<file path="config.mk">
export PLATFORM = sky130hd
export DESIGN_NAME = ip_log2frac
export DESIGN_NICKNAME = d
export VERILOG_FILES = /design/src/rtl/ip_log2frac.sv
export SDC_FILE = /design/constraint.sdc
export NUM_CORES = 1
export LEC_CHECK = 0
export ABC_AREA = 1
export CAP_MARGIN = 20
export CORE_AREA = 2 2 156 158
export CTS_BUF_LIST = sky130_fd_sc_hd__clkbuf_4
export CTS_CLUSTER_DIAMETER = 100
export DETAILED_ROUTE_END_ITERATION = 8
export DIE_AREA = 0 0 158 160
export DONT_BUFFER_PORTS = 1
export SETUP_SLACK_MARGIN = 0.02
export SYNTH_ARGS = -nofsm -noshare
export SYNTH_HDL_FRONTEND = slang
export SYNTH_SLANG_ARGS = --single-unit
export TNS_END_PERCENT = 100
</file>
<file path="constraint.sdc">
create_clock -name clk -period 15.5 [get_ports clk]
set_input_delay 1.55 -clock clk [delete_from_list [all_inputs] [get_ports clk]]
set_output_delay 1.55 -clock clk [all_outputs]
set_load 0.005 [all_outputs]
</file>
<file path="src/rtl/ip_log2frac.sv">
// ip_log2frac: fractional-part log2 stage, downstream of the integer log2 stage.
// It normalizes the operand to a mantissa in [1,2) using the supplied integer
// log2. It then produces FRWID fraction bits by repeated squaring, one bit per
// cycle. The combined fixed-point result is {integer, fraction}.
//
// Ports:
//   clk        clock
//   rst_n      asynchronous active-low reset
//   i_cal_str  1T start pulse (upstream o_val_upd); samples i_val and i_int
//   i_val      operand
//   i_int      floor(log2(i_val)) from the upstream stage
//   o_frac     fraction bits, MSB weight 2^-1
//   o_log2     {integer, fraction}
//   o_val_vld  result valid (level)
//   o_val_upd  1T pulse when a new result lands
//   o_busy     iteration in progress
module ip_log2frac #(
    parameter int unsigned IDWID = 16,
    parameter int unsigned ODWID = $clog2(IDWID),
    parameter int unsigned FRWID = 8,
    parameter int unsigned MWID  = 16
) (
    input  logic                   clk,
    input  logic                   rst_n,
    input  logic                   i_cal_str,
    input  logic [IDWID-1:0]       i_val,
    input  logic [ODWID-1:0]       i_int,
    output logic [FRWID-1:0]       o_frac,
    output logic [ODWID+FRWID-1:0] o_log2,
    output logic                   o_val_vld,
    output logic                   o_val_upd,
    output logic                   o_busy
);

    localparam int unsigned CWID  = $clog2(FRWID + 1);
    localparam int unsigned PWID  = 2 * MWID;
    localparam int unsigned INT_MAX = IDWID - 1;

    typedef enum logic {
        IDLE = 1'b0,
        SQR  = 1'b1
    } state_t;

    state_t              state_q, state_d;
    logic [CWID-1:0]     cnt_q,   cnt_d;
    logic [MWID-1:0]     m_q,     m_d;
    logic [FRWID-1:0]    frac_q,  frac_d;
    logic [ODWID-1:0]    int_q,   int_d;
    logic                vld_q,   vld_d;
    logic                upd_q,   upd_d;
    logic                busy_q,  busy_d;

    logic [ODWID-1:0]    int_clamp;
    logic [ODWID-1:0]    shamt;
    logic [IDWID-1:0]    mant_ld;
    logic [PWID-1:0]     sq;
    logic [MWID:0]       sq_top;
    logic                sq_bit;
    logic [MWID-1:0]     sq_norm;

    // Load path: clamp the integer part and left-justify the operand.
    always_comb begin
        int_clamp = (i_int > ODWID'(INT_MAX)) ? ODWID'(INT_MAX) : i_int;
        shamt     = ODWID'(INT_MAX) - int_clamp;
        mant_ld   = i_val << shamt;
    end

    // Squaring step: the product is in [0,4). Its top bit is the next fraction
    // bit and selects the renormalizing slice, with truncation only.
    always_comb begin
        sq      = PWID'(m_q) * PWID'(m_q);
        sq_top  = (MWID+1)'(sq >> (MWID - 1));
        sq_bit  = sq_top[MWID];
        sq_norm = sq_bit ? sq_top[MWID:1] : sq_top[MWID-1:0];
    end

    // Next-state and register inputs; a start takes priority in any state.
    always_comb begin
        state_d = state_q;
        cnt_d   = cnt_q;
        m_d     = m_q;
        frac_d  = frac_q;
        int_d   = int_q;
        vld_d   = vld_q;
        upd_d   = 1'b0;
        busy_d  = busy_q;

        if (i_cal_str) begin
            state_d = SQR;
            cnt_d   = '0;
            int_d   = int_clamp;
            m_d     = MWID'(mant_ld) << (MWID - IDWID);
            frac_d  = '0;
            vld_d   = 1'b0;
            busy_d  = 1'b1;
        end else begin
            case (state_q)
                SQR: begin
                    m_d    = sq_norm;
                    frac_d = (frac_q << 1) | FRWID'(sq_bit);
                    cnt_d  = cnt_q + CWID'(1);
                    if (cnt_q == CWID'(FRWID - 1)) begin
                        state_d = IDLE;
                        cnt_d   = '0;
                        vld_d   = 1'b1;
                        upd_d   = 1'b1;
                        busy_d  = 1'b0;
                    end
                end
                default: ;
            endcase
        end
    end

    // State and datapath registers.
    always_ff @(posedge clk or negedge rst_n) begin
        if (!rst_n) begin
            state_q <= IDLE;
            cnt_q   <= '0;
            m_q     <= '0;
            frac_q  <= '0;
            int_q   <= '0;
            vld_q   <= 1'b0;
            upd_q   <= 1'b0;
            busy_q  <= 1'b0;
        end else begin
            state_q <= state_d;
            cnt_q   <= cnt_d;
            m_q     <= m_d;
            frac_q  <= frac_d;
            int_q   <= int_d;
            vld_q   <= vld_d;
            upd_q   <= upd_d;
            busy_q  <= busy_d;
        end
    end

    assign o_frac    = frac_q;
    assign o_log2    = {int_q, frac_q};
    assign o_val_vld = vld_q;
    assign o_val_upd = upd_q;
    assign o_busy    = busy_q;

endmodule

</file>
* Yosys cells after proc, flatten, opt, wreduce, memory -nomap -nowiden
Index checks and enable logic that the tools add are counted.
** Storage, ports and cells
- Output and inout bits :: 23
- Bits in registers :: 36
- Input port bits :: 23
** Cells by class
- Multiplexer cells :: 21
- $lt $le $gt $ge :: 1
- Multiply operators :: 1
- Reductions and logical operators :: 3
- Add/sub/neg operators :: 2
- Bitwise operators :: 1
- Equal/unequal tests :: 1
- Shift-type cells :: 1
** Operator list (number)
- two-way mux 16 bit :: 3
- multiplier 16 x 16 -> 32 bit :: 1
- two-way mux 4 bit :: 4
- two-way mux 8 bit :: 2
- left shift 16 x 4 -> 16 bit :: 1
- two-way mux 1 bit :: 12
- bitwise OR 8 x 1 -> 8 bit :: 1
- adder 4 x 1 -> 4 bit, second input constant :: 1
- == test 4 x 3 -> 1 bit, second input constant :: 1
- greater-than comparator 4 bit, second input constant :: 1
- nonzero test 2 bit :: 2
- subtractor 4 bit, first input constant :: 1
- AND reduction 2 bit :: 1

* Depth between registers and ports, before layout
- Depth in word-level cells :: 5
- Gate-level depth with buffers :: 31

* Least setup slack after synthesis
OpenSTA, ideal clock, no wires.
- Path type :: flip-flop to flip-flop
- From :: reg m_q[6]
- To :: reg m_q[1]
- Arrival :: 5.521 ns
- Cell stages (with the launch flop) :: 27
- Clock period less this slack :: 5.646 ns
- Path slack :: 9.854 ns
- Setup time :: 0.125 ns
- Path through :: dfrtp_1 -> clkbuf_1 -> clkbuf_1 -> nand2_1 -> fa_1 -> inv_1 -> fa_1 -> fa_1 -> fa_1 -> fa_1 -> inv_1 -> fa_1 -> inv_1 -> ha_1 -> nand2_2 -> inv_1 -> nand2_1 -> nand2_1 -> nand2_1 -> nand2_2 -> a21oi_4 -> nand3_4 -> nand2_4 -> buf_8 -> nand2_1 -> nand3_1 -> nand3_1
** Between the ends
- Cells in the longest elaborated chain, start to end :: 4
** RTL lines
- start, declared :: line 46 : logic [MWID-1:0] m_q, m_d;
- start signal, assigned :: line 129 : m_q <= m_d;
- multiplier 16 x 16 -> 32 bit :: line 71 : sq = PWID'(m_q) * PWID'(m_q);
- two-way mux 16 bit :: line 74 : sq_norm = sq_bit ? sq_top[MWID:1] : sq_top[MWID-1:0];
- two-way mux 16 bit :: line 97 : case (state_q)
- two-way mux 16 bit :: line 88 : if (i_cal_str) begin
Every way passes these cells. The select of a mux whose other input is x is not followed.
A chain may end at the register's enable or synchronous reset.

* Worst setup path in the final report
- From :: reg m_q[8]
- To :: reg m_q[12]
Same word-level chain as after synthesis.

==> impl_results.md <==
- RSZ-0062 raised after global routing: no
- IO Pins: 46
- Status: complete, no violations
- WP data required: 15790 ps
- Slew Viols, Final: 0
- Final setup viols: 0
- Number of port buffers: 0
- Die area: 0.02528 mm2
- Clock tree buffer depth: 2
- Vias in the first global route: 8826
- Critical-path cell list: nand2_1, inv_1, fa_1, fa_1, fa_1, fa_1, fa_1, inv_1, fa_1, inv_1, ha_1, nand2_2, inv_1, nand2_1, nand2_1, nand2_1, nand2_2, a21oi_4, nand3_4, nand2_4, nand2_1, o21ai_0, o21ai_1, nand2_1
- CTS resizes: 0
- Syn avg cell area: 7.150 um2
- Die W: 158 um
- Die Y: 160 um
- Post-route design area: 0.01076 mm2
- GPL Wtd Cong: 0.9285
- M3 GR Usage: 0.01058
- Clk_lat worst skew: 340 ps
- Headroom to the max-slew limit: 0.4303
- Placed inst area: 0.01068 mm2
- Remaining Overflow, GRT: 0
- Post-synth EDFFs: 0
- Ys flop type: dfrtp_1
- Drt drc: 0
- Vias: 8364
- Core area: 0.02382 mm2
- Routed vias/inst: 4.777
- Clock Sinks: 36
- Initial Util: 0.4401
- Share of cells above drive strength 1: 0.05466
- Fmax: 162.2 MHz
- Post-synthesis compound-gate area fraction: 0.05920
- Nets: 1712
- Sum of negative setup slack: 0 ps
- Synth warn: 0
- DRT Pass-1 Iters: 5
- Fin crit period: 6163 ps
- # rows: 57
- Synth Area in Simple Gates: 0.2384
- Synth-to-Final Area Change: 2.614%
- Met2 usage: 0.3623
- Synthesized instance count: 1466
- CP startpoint kind: flop
- Mux contribution to synthesized area: 0.0009549
- Netlist cell types: 47
- Synth Area in XOR/XNOR: 0.01325
- Slowest cell on the critical path: dfrtp_1
- Worst Tran Pin Value: 853.6 ps
- Root Driver: clkbuf_4
- Crit-path max FO: 18
- Antenna fix cells: 0
- Postcts setup bufs: 0
- Syn_nets: 1752
- Critical path arrival: 6460 ps
- Pin count of the biggest net entering global routing: 37
- Fin. Hold Viols: 0
- CTS tree: built
- DR iter-0 viols: 419
- Routed Antenna Nets: 0
- Max Cap Viol: 0
- Final worst-path cycle share: 0.3976
- Hold Buf Count CTS: 0
- Gr busiest metal: met2
- H-tree levels: 2
- Critical Path Sink Type: flop
- CTS clk-pin slew, worst paths: 120 ps
- Fillers: 2536
- Layout Skew: 11.17 ps
- HPWL Detailed: 20550 um
- Met1 Usage GRT: 0.2809
- Hold WC Path Type: flop to flop
- Mapped Area: 0.01048 mm2
- Routed WL: 23950 um
- Sequential cell area fraction in the yosys report: 0.08594
- Async SR Flop Fraction: 1.000
- Setup CP Type: flop to flop
- First-pass GRT wire length: 42260 um
- Routed len/inst: 13.68 um
- Seq cells post-synth: 36
- Combinational family with the most area after synthesis: adder cells
- Gr usage total: 0.2042
- Cts bufs inserted: 5
- Synthesized-area fraction occupied by adder cells: 0.4292
- Max stage delay on crit path: 900 ps
- Antenna violations before repair: 0
-- cells by family (layout without fill, tap and decap cells) --
kind of cell             count (synthesis)  after routing
multiplexers                             1              1
XOR/XNOR                                15             15
flip-flops                              36             36
AO/OA/AOI/OAI                          104            104
AND/OR/NAND/NOR                        580            580
adder cells (fa/ha/maj)                263            263
buffers and inverters                  467            428
-- flip-flops by register name, indices dropped and copies added, names as in the netlist --
name and cells:
state_q 1, int_q 4, o_busy 1, cnt_q 4, o_val_upd 1, o_frac 8
o_val_vld 1, m_q 16
-- placed cells by master (no fill, tap or decap), drive strengths merged --
| master | instances |
|---|---|
| ha | 102 |
| o21ai | 38 |
| clkbuf | 5 |
| nand3 | 60 |
| o21a | 2 |
| o22ai | 6 |
| fa | 161 |
| xnor2 | 5 |
| buf | 7 |
| a221oi | 1 |
| inv | 410 |
| nand2 | 422 |
| mux2i | 1 |
| a21oi | 41 |
| bufinv | 1 |
| or2 | 5 |
| a31oi | 4 |
| xor2 | 10 |
| clkinv | 4 |
| and2 | 2 |
| a31o | 1 |
| nand3b | 6 |
| nand4 | 11 |
| o21bai | 4 |
| o2111ai | 1 |
| nor2 | 69 |
| clkinvlp | 1 |
| nor3 | 5 |
| a22o | 1 |
| o211ai | 5 |
| dfrtp | 36 |
-- final cells by class --
class / count / area [um2] / share of cell area
Tap cell: 324 / 405.4 / 0.03769
Inverter: 413 / 1550 / 0.1441
Sequential cell: 36 / 900.9 / 0.08375
Multi-Input combinational cell: 963 / 7767 / 0.7221
Timing Repair Buffer: 7 / 52.55 / 0.004885
Clock inverter: 3 / 42.54 / 0.003955
Clock buffer: 5 / 37.54 / 0.003490
-- Yosys cell counts, types with 2 or more instances --
library cell	instances	area share
o21a_1	2	0.0014
dfrtp_1	36	0.086
fa_1	161	0.31
nand2_1	397	0.14
a21oi_2	9	0.0075
buf_2	4	0.0019
o211ai_1	5	0.0036
nor2_1	66	0.024
nand2_2	21	0.013
nor3_1	4	0.0019
o21ai_1	6	0.0029
ha_1	102	0.12
nand3b_1	6	0.0043
clkbuf_1	36	0.013
nand4_1	10	0.0060
xor2_1	9	0.0075
or2_2	4	0.0024
nand3_1	50	0.024
buf_4	12	0.0086
xnor2_1	5	0.0042
o22ai_1	6	0.0036
nand2_4	3	0.0032
a31oi_1	4	0.0024
and2_1	2	0.0012
o21ai_0	32	0.015
inv_1	403	0.14
o21bai_1	4	0.0029
clkinv_1	3	0.0011
nor2_2	2	0.0012
inv_2	7	0.0025
a21oi_1	31	0.015
nand3_2	9	0.0086
-- worst paths after layout --
kind                       cells after the start                  from  slack [ps]                    to
max                                           24    m_q[8]$_DFFE_PN0P_        9340   m_q[12]$_DFFE_PN0P_
min                                            2  int_q[3]$_DFFE_PN0P_         520  int_q[3]$_DFFE_PN0P_
max reg2reg                                   24    m_q[8]$_DFFE_PN0P_        9340   m_q[12]$_DFFE_PN0P_
min reg2reg                                    2  int_q[3]$_DFFE_PN0P_         520  int_q[3]$_DFFE_PN0P_
max in group asynchronous                      0                 rst_n       14530  cnt_q[3]$_DFFE_PN0P_
min in group asynchronous                      0                 rst_n         880   m_q[11]$_DFFE_PN0P_
-- per-stage QoR --
stage / hold slack (ps) / utilization / cells / worst slack (ps)
3_5_place_dp: 495.0 / 0.4482 / 1743 / 9384
4_1_cts: 523.9 / 0.4516 / 1751 / 9336
2_1_floorplan: 456.1 / - / 1466 / 9854
3_3_place_gp: 486.9 / 0.4482 / 1743 / 9407
5_1_grt: 554.5 / 0.4516 / 1751 / 8900
6_report: 522.1 / 0.4516 / 1751 / 9337
-- critical path: cells and delay by family, from the launching register on --
| kind | cells | cell delay (ps) |
|---|---|---|
| AO/OA/AOI/OAI | 3 | 390 |
| buffers and inverters | 4 | 250 |
| adder cells (fa/ha/maj) | 7 | 3340 |
| flip-flops | 1 | 900 |
| AND/OR/NAND/NOR | 10 | 1190 |
-- layer usage --
| layer | vias up | wire, um |
|---|---|---|
| met1 | 4021 | 10870 |
| met4 | 0 | 280 |
| met5 | - | 0 |
| met3 | 19 | 761 |
| li1 | 4195 | - |
| met2 | 129 | 12030 |
Power is not shown: default switching activity piles up to over one toggle a cycle in this logic, so the estimate is an artifact.
